File: src/rtl/ps2_pkg.sv
// Shared PS/2 definitions: host transmitter states, command bytes and frame layout.
package ps2_pkg;

    typedef enum logic [2:0] {
        IDLE,
        INHIBIT,
        REQUEST,
        SEND,
        ACK,
        WAIT_IDLE
    } ps2_tx_state_e;

    localparam logic [7:0] PS2_CMD_SET_LEDS = 8'hED;
    localparam logic [7:0] PS2_CMD_RESET    = 8'hFF;
    localparam logic [7:0] PS2_RESP_ACK     = 8'hFA;

    // Data bits, parity and stop; the start bit is driven during REQUEST.
    localparam int PS2_FRAME_BITS = 10;

    function automatic logic odd_parity(input logic [7:0] d);
        return ~^d;
    endfunction

endpackage

File: src/rtl/ps2_sync_edge.sv
// Two-flop synchronizer for one raw PS/2 line, with synced level and falling-edge pulse.
module ps2_sync_edge (
    input  logic clock,
    input  logic reset,
    input  logic line_in,
    output logic level,
    output logic fall
);

    logic meta;
    logic sync;
    logic prev;

    // Idle PS/2 lines float high, so reset to 1 to avoid a spurious edge.
    always_ff @(posedge clock or posedge reset) begin
        if (reset) begin
            meta <= 1'b1;
            sync <= 1'b1;
            prev <= 1'b1;
        end else begin
            meta <= line_in;
            sync <= meta;
            prev <= sync;
        end
    end

    assign level = sync;
    assign fall  = prev & ~sync;

endmodule

File: src/rtl/ps2_host_tx.sv
// Host-to-device PS/2 transmitter: request-to-send, shift frame on device clock, check line ACK.
module ps2_host_tx
    import ps2_pkg::*;
#(
    parameter int INHIBIT_CYCLES = 5000,
    parameter int REQ_CYCLES     = 100,
    parameter int TIMEOUT_CYCLES = 750000
) (
    input  logic       clock,
    input  logic       reset,
    input  logic [7:0] tx_data,
    input  logic       tx_valid,
    output logic       tx_ready,
    output logic       busy,
    output logic       tx_done,
    output logic       tx_error,
    input  logic       ps2_clock_in,
    input  logic       ps2_data_in,
    output logic       ps2_clock_oe,
    output logic       ps2_data_oe
);

    localparam int MAX_CYCLES =
        (INHIBIT_CYCLES > REQ_CYCLES)
            ? ((INHIBIT_CYCLES > TIMEOUT_CYCLES) ? INHIBIT_CYCLES : TIMEOUT_CYCLES)
            : ((REQ_CYCLES > TIMEOUT_CYCLES) ? REQ_CYCLES : TIMEOUT_CYCLES);
    localparam int CW = $clog2(MAX_CYCLES) + 1;

    ps2_tx_state_e state, state_n;
    logic [CW-1:0] cnt, cnt_n;
    logic [3:0]    bit_cnt, bit_cnt_n;
    logic [9:0]    shift, shift_n;
    logic          ack_ok, ack_ok_n;
    logic          clock_oe_n, data_oe_n, done_n, error_n;

    logic clk_level, clk_fall;
    logic data_level, data_fall_unused;
    logic timed;

    ps2_sync_edge u_clk_sync (
        .clock   (clock),
        .reset   (reset),
        .line_in (ps2_clock_in),
        .level   (clk_level),
        .fall    (clk_fall)
    );

    ps2_sync_edge u_data_sync (
        .clock   (clock),
        .reset   (reset),
        .line_in (ps2_data_in),
        .level   (data_level),
        .fall    (data_fall_unused)
    );

    // Handshake: a byte is taken on any cycle where tx_valid && tx_ready; tx_ready is high only in IDLE.
    assign tx_ready = (state == IDLE);
    assign busy     = (state != IDLE);
    assign timed    = (state == SEND) || (state == ACK) || (state == WAIT_IDLE);

    always_ff @(posedge clock or posedge reset) begin
        if (reset) begin
            state        <= IDLE;
            cnt          <= '0;
            bit_cnt      <= '0;
            shift        <= '0;
            ack_ok       <= 1'b0;
            ps2_clock_oe <= 1'b0;
            ps2_data_oe  <= 1'b0;
            tx_done      <= 1'b0;
            tx_error     <= 1'b0;
        end else begin
            state        <= state_n;
            cnt          <= cnt_n;
            bit_cnt      <= bit_cnt_n;
            shift        <= shift_n;
            ack_ok       <= ack_ok_n;
            ps2_clock_oe <= clock_oe_n;
            ps2_data_oe  <= data_oe_n;
            tx_done      <= done_n;
            tx_error     <= error_n;
        end
    end

    always_comb begin
        state_n    = state;
        cnt_n      = cnt;
        bit_cnt_n  = bit_cnt;
        shift_n    = shift;
        ack_ok_n   = ack_ok;
        clock_oe_n = ps2_clock_oe;
        data_oe_n  = ps2_data_oe;
        done_n     = 1'b0;
        error_n    = 1'b0;

        case (state)
            IDLE: begin
                clock_oe_n = 1'b0;
                data_oe_n  = 1'b0;
                if (tx_valid) begin
                    shift_n    = {1'b1, odd_parity(tx_data), tx_data};
                    cnt_n      = '0;
                    bit_cnt_n  = '0;
                    ack_ok_n   = 1'b0;
                    clock_oe_n = 1'b1;
                    state_n    = INHIBIT;
                end
            end
            INHIBIT: begin
                clock_oe_n = 1'b1;
                data_oe_n  = 1'b0;
                if (cnt == CW'(INHIBIT_CYCLES - 1)) begin
                    cnt_n     = '0;
                    data_oe_n = 1'b1;
                    state_n   = REQUEST;
                end else begin
                    cnt_n = cnt + 1'b1;
                end
            end
            REQUEST: begin
                clock_oe_n = 1'b1;
                data_oe_n  = 1'b1;
                if (cnt == CW'(REQ_CYCLES - 1)) begin
                    cnt_n      = '0;
                    bit_cnt_n  = '0;
                    clock_oe_n = 1'b0;
                    state_n    = SEND;
                end else begin
                    cnt_n = cnt + 1'b1;
                end
            end
            SEND: begin
                clock_oe_n = 1'b0;
                if (clk_fall) begin
                    data_oe_n = ~shift[bit_cnt];
                    bit_cnt_n = bit_cnt + 4'd1;
                    cnt_n     = '0;
                    if (bit_cnt == 4'(PS2_FRAME_BITS - 1)) begin
                        state_n = ACK;
                    end
                end
            end
            ACK: begin
                if (clk_fall) begin
                    ack_ok_n = ~data_level;
                    cnt_n    = '0;
                    state_n  = WAIT_IDLE;
                end
            end
            WAIT_IDLE: begin
                if (clk_level && data_level) begin
                    done_n  = ack_ok;
                    error_n = ~ack_ok;
                    cnt_n   = '0;
                    state_n = IDLE;
                end
            end
            default: begin
                state_n = IDLE;
            end
        endcase

        // Device watchdog: only runs while the device owns the clock and nothing else happened.
        if (timed && !clk_fall && (state_n == state)) begin
            if (cnt == CW'(TIMEOUT_CYCLES - 1)) begin
                cnt_n      = '0;
                clock_oe_n = 1'b0;
                data_oe_n  = 1'b0;
                error_n    = 1'b1;
                state_n    = IDLE;
            end else begin
                cnt_n = cnt + 1'b1;
            end
        end
    end

endmodule

File: config.mk
export PLATFORM = sky130hd
export DESIGN_NAME = ps2_host_tx
export DESIGN_NICKNAME = d
export VERILOG_FILES = /design/src/rtl/ps2_pkg.sv /design/src/rtl/ps2_sync_edge.sv /design/src/rtl/ps2_host_tx.sv
export SDC_FILE = /design/constraint.sdc
export NUM_CORES = 1
export LEC_CHECK = 0
export CAP_MARGIN = 25
export CORE_MARGIN = 2
export CORE_UTILIZATION = 41
export CTS_CLUSTER_SIZE = 10
export DETAILED_ROUTE_END_ITERATION = 10
export DONT_BUFFER_PORTS = 1
export GPL_TIMING_DRIVEN = 0
export HOLD_SLACK_MARGIN = 0.12
export PLACE_DENSITY = 0.61
export SYNTH_ARGS = -nofsm -noshare
export SYNTH_HDL_FRONTEND = slang
export SYNTH_SLANG_ARGS = --single-unit
File: constraint.sdc
create_clock -name clock -period 2.4 [get_ports clock]
set_input_delay 0.24 -clock clock [delete_from_list [all_inputs] [get_ports clock]]
set_output_delay 0.24 -clock clock [all_outputs]
set_load 0.03 [all_outputs]
## After elaboration in Yosys (flattened, before gate mapping)

Cells that the tools add are included.

- Register bits: 48
- Input port bits: 13
- Output and inout port bits: 6
- Word-level logic and storage cells: 99

- Add/sub/neg operators: 2
- Magnitude comparators: 1
- Eq/ne operators: 17
- Mux-type cells: 43
- Bitwise operators: 5
- Reduce and logical (&&, ||, !) cells: 17

Operators by type and width:

| kind | count |
|---|---|
| $mux W21 | 7 |
| $pmux W21 S5 | 1 |
| $mux W3 | 9 |
| $add A21 B1 Y21 const B | 1 |
| $eq A21 B13 Y1 const B | 1 |
| $eq A21 B20 Y1 const B | 1 |
| $eq A21 B7 Y1 const B | 1 |
| $pmux W3 S6 | 1 |
| $mux W1 | 17 |
| $mux W4 | 3 |
| $pmux W4 S3 | 1 |
| $ne A2 B2 Y1 const B | 4 |
| $pmux W1 S4 | 2 |
| $reduce_and A4 Y1 | 2 |
| $reduce_xnor A8 Y1 | 1 |
| $eq A3 B2 Y1 const B | 2 |
| $eq A3 B3 Y1 const B | 2 |
| $ne A3 B1 Y1 const B | 2 |
| $reduce_bool A3 Y1 | 2 |
| $reduce_bool A6 Y1 | 1 |
| $lt A4 B5 Y1 const B | 1 |
| $add A4 B1 Y4 const B | 1 |
| $bmux W1 S4 | 1 |
| $eq A4 B4 Y1 const B | 1 |
| 14 further kinds | 20 |

## Longest topological paths before layout

Gate-level depths: netlist (run 1).

- Depth in word-level cells: 8
- Mapped depth: 9
- Gate-level depth less buffers: 7

## Modules after synthesis

Synthesis (run 1) repeated with hierarchy kept, for this count alone.

- Cell total of the unflattened synthesis: 284
- Area total of the unflattened synthesis: 2783.9 um2

Modules (own cells, without submodules):

| module | instances | cells each | area each (um2) | sequential area each (um2) |
|---|---|---|---|---|
| ps2_host_tx | 1 | 274 | 2591.2 | 1076.0 |
| ps2_sync_edge | 2 | 5 | 96.3 | 78.8 |

## Worst setup path after synthesis (run 1)

No wires, ideal clock.

- Path kind: flip-flop to flip-flop
- Start point: register state[0]
- End point: register shift[0]
- Setup time: 0.125 ns
- Data arrival time: 2.085 ns
- Required time: 2.275 ns
- Slack: 0.190 ns
- Stages on the path, launching flop included: 8
- Buffers on the path: 2
- Period minus slack after synthesis: 2.210 ns
- Cells stage by stage: dfrtp_1 clkbuf_1 nor2_1 nand2_1 inv_1 and2_1 clkbuf_1 mux2_2

- Cells in the longest elaborated chain, start to end: 2

Ends and longest elaborated chain:

| what | RTL line | RTL |
|---|---|---|
| start, declared | ps2_host_tx.sv:29 | `ps2_tx_state_e state, state_n;` |
| start signal, assigned | ps2_host_tx.sv:73 | `state <= state_n;` |
| $logic_not A3 Y1 | n/a |  |
| via tx_ready | ps2_host_tx.sv:13 | `output logic tx_ready,` |
| $reduce_and A2 Y1 (no line) | n/a |  |
| end signal, assigned | ps2_host_tx.sv:76 | `shift <= shift_n;` |
| end, declared | ps2_host_tx.sv:32 | `logic [9:0] shift, shift_n;` |

The timed path passes the listed nets, and every way through them passes these cells.
A chain may end at the register's enable or synchronous reset.

## Worst setup path after layout (run 1)

- Start point: register cnt[6]
- End point: register cnt[20]

- Cells in the longest elaborated chain, start to end: 7
- Elaborated cells on any way between the ends: 19
- Those cells by class: add/sub: 1; eq/ne: 7; mux: 8; reduce/logical: 3

Ends and longest elaborated chain:

| what | RTL line | RTL |
|---|---|---|
| start, declared | ps2_host_tx.sv:30 | `logic [CW-1:0] cnt, cnt_n;` |
| start signal, assigned | ps2_host_tx.sv:74 | `cnt <= cnt_n;` |
| $eq A21 B7 Y1 or $eq A21 B13 Y1 (tied branches) | ps2_host_tx.sv:123, ps2_host_tx.sv:112 |  |
| $mux W3, on equally long branches | ps2_host_tx.sv:123, ps2_host_tx.sv:112 |  |
| $pmux W3 S6 | ps2_host_tx.sv:96 | `case (state)` |
| $eq A3 B3 Y1 | ps2_host_tx.sv:164 | `if (timed && !clk_fall && (state_n == state)) begin` |
| $logic_and A1 B1 Y1 | ps2_host_tx.sv:164 |  |
| $ne A3 B1 Y1 (no line), or another cell as far along | n/a |  |
| $reduce_and A4 Y1 (no line) | n/a |  |

Parallel ways exist; a longest one is shown, timed or not.

==> flow_summary.yaml, run 1 <==
outcome:
  status: "completed"
cells_and_area:
  num-nets-final: 300
  fin_area_um2: 3000
  diodes: 0
  layout-drive-gt1-share_pct: 15.8
  fill_cells: 583
  syn2layout_area_growth_pct: 12.7
die:
  dieArea_um2: 7160
  die_w_um: 84.6
  initial_core_util_pct: 42.2
  core_um2: 6310
  rows: 29
  ios: 19
  fp.dieH_um: 84.6
worst_setup_path:
  reg2reg_from: "cnt[6]"
  cp.required_ps: 2580
  r2r-end: "cnt[20]"
  ff2ff_setup_slack_ps: 120
  path_class: "flop to flop"
  reg2reg_depth: 7
  cp-start-kind: "flop"
  worstPathMaxFanout: 10
  end_kind: "flop"
  cp.arrival_ps: 2460
routing:
  drt-initial-drc-count: 141
  viasPerCell: 5.84
  drtAntennaViolNets: 0
  vias: 2115
  post_drt_wl_per_cell_um: 16.6
  drc_errors: 0
  drt_first_pass_iters: 4
  wl_um: 6030
power_and_ir_drop:
  pwr-share-comb_pct: 4.4
  power_leakage_nw: 1.29
  p_int_mw: 1.05
  p_clk_share_pct: 35.7
  total_power_mw: 1.37
  power_density_nw_per_um2: 456
  sequentialPowerShare_pct: 59.9
  p_switching_mw: 0.316
  peakVddDrop_mv: 0.323
  switching_share_pct: 23.1
grt:
  grt_pass1_wl_um: 10300
  antenna_found_initial: 0
  first_global_vias: 2098
  grtUsageTotal_pct: 17.6
  grt_max_degree: 34
  grt-ovfl-total: 0
clocking:
  path_clk_slew_ps: 90
  h-tree-depth: 2
  tritoncts: "yes"
  insertion_delay_ps: 300
  root_buffer: "clkbuf_8"
  cts_sinks: 48
  clockBufferDepth: 2
  cts_inserted_buffers: 5
placement:
  io_buffers: 0
  dpl.hpwl_um: 4260
  place_ws_ps: -149
  gp_congestion: 0.872
  dpl_cell_area_um2: 2780
synthesis:
  yosysMostFrequentCell: "dfrtp_1"
  synth_edf_count: 0
  synth_top_area_share_pct: 40.4
  syn_inst: 265
  synth-seq-cells: 48
  yosysSeqAreaShare_pct: 45.3
  synth-main-ff-cell: "dfrtp_1"
  netlist_area_um2: 2670
  yosys_warnings: 0
  synth_async_sr_flop_share_pct: 100
  yosysUniqueCellTypes: 58
  ys_top_cells_by_area: "dfrtp_1 (40%), dfstp_2 (4.9%), mux2_2 (4.2%), a31oi_1 (3.8%), nand2_1 (3.2%)"
  yosysTopAreaCell: "dfrtp_1"
  avgSynthCellArea_um2: 10.1
  netlist_top_cells_count: "dfrtp_1 (43), nand2_1 (23), a31oi_1 (16), nor2_1 (16), o21ai_0 (13)"
  syn_nets: 281
sta:
  setup_viol: 0
  relSlewSlack_pct: 65.3
  setup_slack_ps: 119
  rsz0062_at_grt: "no"
  fmax_mhz: 438
  period_needed_ps: 2280
  tightest_slew_ps: 516
  finClkSkew_ps: 10.9
  drv_slew: 0
  final_hold_viol_count: 0
  setup_tns_ps: 0
  min_period_over_period_pct: 95.0
min_path:
  hold_start: "tx_valid"
  hold_end: "ack_ok"
  hold_depth: 2
  min-delay-path-class: "primary input to flop"
job:
  drv_cap: 0
layout make-up:
class / instances / area (um2) / area share [%]
buffer: 10 / 52.6 / 1.75
tap: 77 / 96.3 / 3.21
sequential: 48 / 1210 / 40.2
timing repair buffer: 13 / 138 / 4.58
clock buffer: 5 / 68.8 / 2.29
multi-input combinational: 197 / 1380 / 46.1
inverter: 9 / 33.8 / 1.12
clock inverter: 3 / 23.8 / 0.791
cells by family (layout without fill, tap and decap cells):
kind of cell	Yosys count	count (layout)	synth area share (%)
compound gates	72	72	19.0
simple gates	96	96	20.3
buf+inv	20	40	3.33
xor+xnor	11	11	3.62
fa+ha+maj	3	3	1.41
mux	15	15	7.04
flops	48	48	45.3
cells in the final DEF, fill, tap and decap left out, types with 6 or more instances in the layout:
master and count:
nor2_1 16, a21oi_1 10, inv_1 6, and3_1 8
dfrtp_1 43, nand2_1 23, xnor2_1 8, mux2_2 10
dlygate4sd3_1 11, o21ai_0 12, nand3_1 11, o21ai_1 6
a31oi_1 16, nor3_1 6
power by group through the flow:
stage	Clock [mW]	Sequential, mW	Combinational (mW)
3_5_place_dp	0	0.836	0.0479
3_3_place_gp	0	0.836	0.0431
2_1_floorplan	0	0.834	0.0354
5_1_grt	0.540	0.821	0.0694
4_1_cts	0.503	0.820	0.0624
6_report	0.489	0.820	0.0607
worst max-delay path, stage by stage, from the launching register on:
cell	delay, ps
dfrtp_1	440
or4b_4	600
o41ai_4	350
buf_4	190
nand3_1	100
buf_4	220
a41oi_1	210
a31oi_1	60
routing by layer:
| layer | global-route usage (%) | wire [um] |
|---|---|---|
| met5 | 0 | 0 |
| met4 | 6.78 | 91 |
| met3 | 3.64 | 187 |
| met2 | 25.9 | 2730 |
| met1 | 25.4 | 3010 |
sequential cells by signal, summed over array words and instances (netlist names):
register and flops:
u_data_sync.level 1, bit_cnt 4, u_data_sync.meta 1, tx_done 1
cnt 21, ps2_data_oe 1, shift 10, tx_error 1
ack_ok 1, state 3, u_clk_sync.level 1, u_clk_sync.prev 1
ps2_clock_oe 1, u_clk_sync.meta 1
metrics by stage:
stage / utilization [%] / cells / hold slack (ps)
finish: 47.6 / 362 / 172
global route: 47.6 / 362 / 175
CTS: 47.2 / 361 / 169
detailed placement: 44.1 / 343 / 122
global placement: 43.7 / 342 / 245
floorplan: - / 265 / 244
timing repair:
item | CTS | global route
hold endpoints to repair | 25 | 0
endpoints found under the setup margin | 15 | 24
setup buffers | 0 | 1
pin swaps | 1 | 3
gates resized for setup | 2 | 4
hold buffers | 11 | 0
worst max-delay path by stage:
stage / slack (ps) / depth (start not counted) / endpoint / startpoint
floorplan: 190 / 7 / shift[0] / state[0]
global placement: -150 / 7 / shift[5] / state[0]
detailed placement: -150 / 7 / shift[0] / state[0]
CTS: 20 / 7 / cnt[20] / cnt[19]
global route: 20 / 7 / cnt[20] / cnt[10]
finish: 120 / 7 / cnt[20] / cnt[6]
(Power assumes the default switching activity.)
==> run 2, diff against run 1 <==
--- a/config.mk
+++ b/config.mk
@@ -7,13 +7,13 @@
 export LEC_CHECK = 0
 export CAP_MARGIN = 25
 export CORE_MARGIN = 2
-export CORE_UTILIZATION = 41
+export CORE_UTILIZATION = 63
 export CTS_CLUSTER_SIZE = 10
 export DETAILED_ROUTE_END_ITERATION = 10
 export DONT_BUFFER_PORTS = 1
 export GPL_TIMING_DRIVEN = 0
 export HOLD_SLACK_MARGIN = 0.12
-export PLACE_DENSITY = 0.61
+export PLACE_DENSITY = 0.85
 export SYNTH_ARGS = -nofsm -noshare
 export SYNTH_HDL_FRONTEND = slang
 export SYNTH_SLANG_ARGS = --single-unit
==> flow_summary.yaml, run 2 (synthesized netlist as in run 1, its figures left out) <==
cells_and_area:
  syn2layout_area_growth_pct: 12.9
  final_util_pct: 74.7
  fill_cells: 285
  regMostFlops: "cnt"
  multi_input_area_um2: 1380
  final_common_cell: "dfrtp_1"
  fin_area_um2: 3010
  num-nets-final: 302
  layout-drive-gt1-share_pct: 16.0
  largest_register_ffs: 21
  diodes: 0
  mostFrequentLayoutCells: "dfrtp_1 (43), nand2_1 (23), nor2_1 (16), a31oi_1 (16), o21ai_0 (13)"
  layoutNonFillerInstCount: 337
  largestRegisters: "cnt (21), shift (10), bit_cnt (4)"
  seq_area_um2: 1210
outcome:
  status: "completed"
clocking:
  cts_sinks: 48
  root_buffer: "clkbuf_8"
  cts_inserted_buffers: 5
  h-tree-depth: 2
  path_clk_slew_ps: 90
  insertion_delay_ps: 310
  clockBufferDepth: 2
  tritoncts: "yes"
power_and_ir_drop:
  p_switching_mw: 0.315
  power_leakage_nw: 1.32
  sequentialPowerShare_pct: 54.6
  switching_share_pct: 21.0
  pwr-share-comb_pct: 4.1
  peakVddDrop_mv: 0.370
  p_clk_share_pct: 41.3
  p_int_mw: 1.19
  power_density_nw_per_um2: 500
placement:
  dpl.hpwl_um: 3990
  gp_congestion: 0.917
  io_buffers: 0
  place_ws_ps: -170
  dpl_cell_area_um2: 2750
  dpl.cell_count: 316
grt:
  antenna_found_initial: 0
  grt_pass1_wl_um: 10000
  grt-ovfl-total: 0
  grt_max_degree: 32
  first_global_vias: 2094
  grtUsageTotal_pct: 25.8
sta:
  rsz0062_at_grt: "yes"
  setup_tns_ps: 0
  setup_viol: 0
  final_hold_viol_count: 0
  min_period_over_period_pct: 99.2
  tightest_slew_ps: 544
  drv_slew: 0
  relSlewSlack_pct: 63.4
  setup_slack_ps: 19.2
  finClkSkew_ps: 9.40
  period_needed_ps: 2380
  fmax_mhz: 420
routing:
  drt_first_pass_iters: 5
  vias: 2207
  viasPerCell: 6.55
  drc_errors: 0
  wl_um: 5890
  drtAntennaViolNets: 0
  drt-initial-drc-count: 264
  post_drt_wl_per_cell_um: 17.5
worst_setup_path:
  cp.required_ps: 2590
  path_class: "flop to flop"
  worstPathMaxFanout: 10
  cp-start-kind: "flop"
  worstPathCellList: "clkbuf_1 > nor2_1 > nand2_1 > inv_1 > and2_2 > mux2_2"
  end_kind: "flop"
  crit_slowest_cell: "dfrtp_1"
  cp.arrival_ps: 2570
  max_stage_delay_ps: 430
die:
  initial_core_util_pct: 66.1
  die_w_um: 69.0
  core_um2: 4030
  dieArea_um2: 4770
  rows: 23
  ios: 19
  fp.dieH_um: 69.0
job:
  drv_cap: 0
min_path:
  min-delay-path-class: "primary input to flop"
-- run 2: changes by cell type in the layout (fill, tap and decap cells not counted) --
| cell | previous run | this run |
|---|---|---|
| inv_2 | 3 | 2 |
| inv_1 | 6 | 7 |
| clkbuf_4 | 0 | 1 |
| nor4_4 | 2 | 1 |
| o21ai_1 | 6 | 5 |
| o21ai_0 | 12 | 13 |
| buf_2 | 2 | 1 |
| buf_4 | 2 | 4 |
| clkinvlp_4 | 2 | 0 |
| nor4_2 | 0 | 1 |
| bufinv_16 | 0 | 1 |
| clkbuf_8 | 5 | 6 |
-- run 2: worst max-delay path: cells and delay by family, from the launching register on --
kind          cells  cell delay (ps)
buf+inv           2              610
simple gates      3              840
mux               1              370
flops             1              430
-- run 2: per-stage QoR --
step | power, mW | hold slack [ps]
floorplan | 0.869 | 244
global placement | 0.878 | 245
detailed placement | 0.884 | 130
CTS | 1.51 | 170
global route | 1.56 | 188
finish | 1.50 | 174
-- run 2: path summary, 6_finish.rpt --
| check | cells past startpoint | start | end | slack [ps] |
|---|---|---|---|---|
| max | 6 | state[0] | shift[7] | 20 |
| min | 2 | tx_valid | cnt[20] | 170 |
| max reg2reg | 6 | state[0] | shift[7] | 20 |
| min reg2reg | 0 | u_data_sync.meta | u_data_sync.level | 360 |
| max in group asynchronous | 3 | reset | u_clk_sync.prev | 1450 |
| min in group asynchronous | 2 | reset | state[1] | 380 |
-- run 2: metal layers --
metal / wire length (um) / vias to the layer above / global-route usage [%]
li1: - / 1034 / -
met5: 0 / - / 0
met1: 2600 / 1079 / 35.4
met3: 353 / 16 / 6.29
met2: 2820 / 78 / 40.5
met4: 116 / 0 / 8.50
-- run 2: layout make-up --
class,instances,share of cell area [%]
Tap cell,50,2.08
Buffer,10,1.83
Timing Repair Buffer,15,5.07
Sequential cell,48,40.1
Multi-Input combinational cell,197,45.7
Clock inverter,2,1.29
Clock buffer,6,2.75
Inverter,9,1.12
-- run 2: timing repair --
action | CTS | global route
pin swaps | 1 | 2
endpoints found under the hold margin | 27 | 0
gates resized for setup | 2 | 2
setup endpoints to repair | 12 | 26
setup buffers | 0 | 3
hold buffers | 11 | 0
-- run 2: power groups by stage --
stage | logic, mW | clock network, mW | registers [mW]
3_5_place_dp | 0.0483 | 0 | 0.836
4_1_cts | 0.0629 | 0.627 | 0.820
6_report | 0.0623 | 0.620 | 0.820
2_1_floorplan | 0.0354 | 0 | 0.834
3_3_place_gp | 0.0419 | 0 | 0.836
5_1_grt | 0.0692 | 0.667 | 0.821
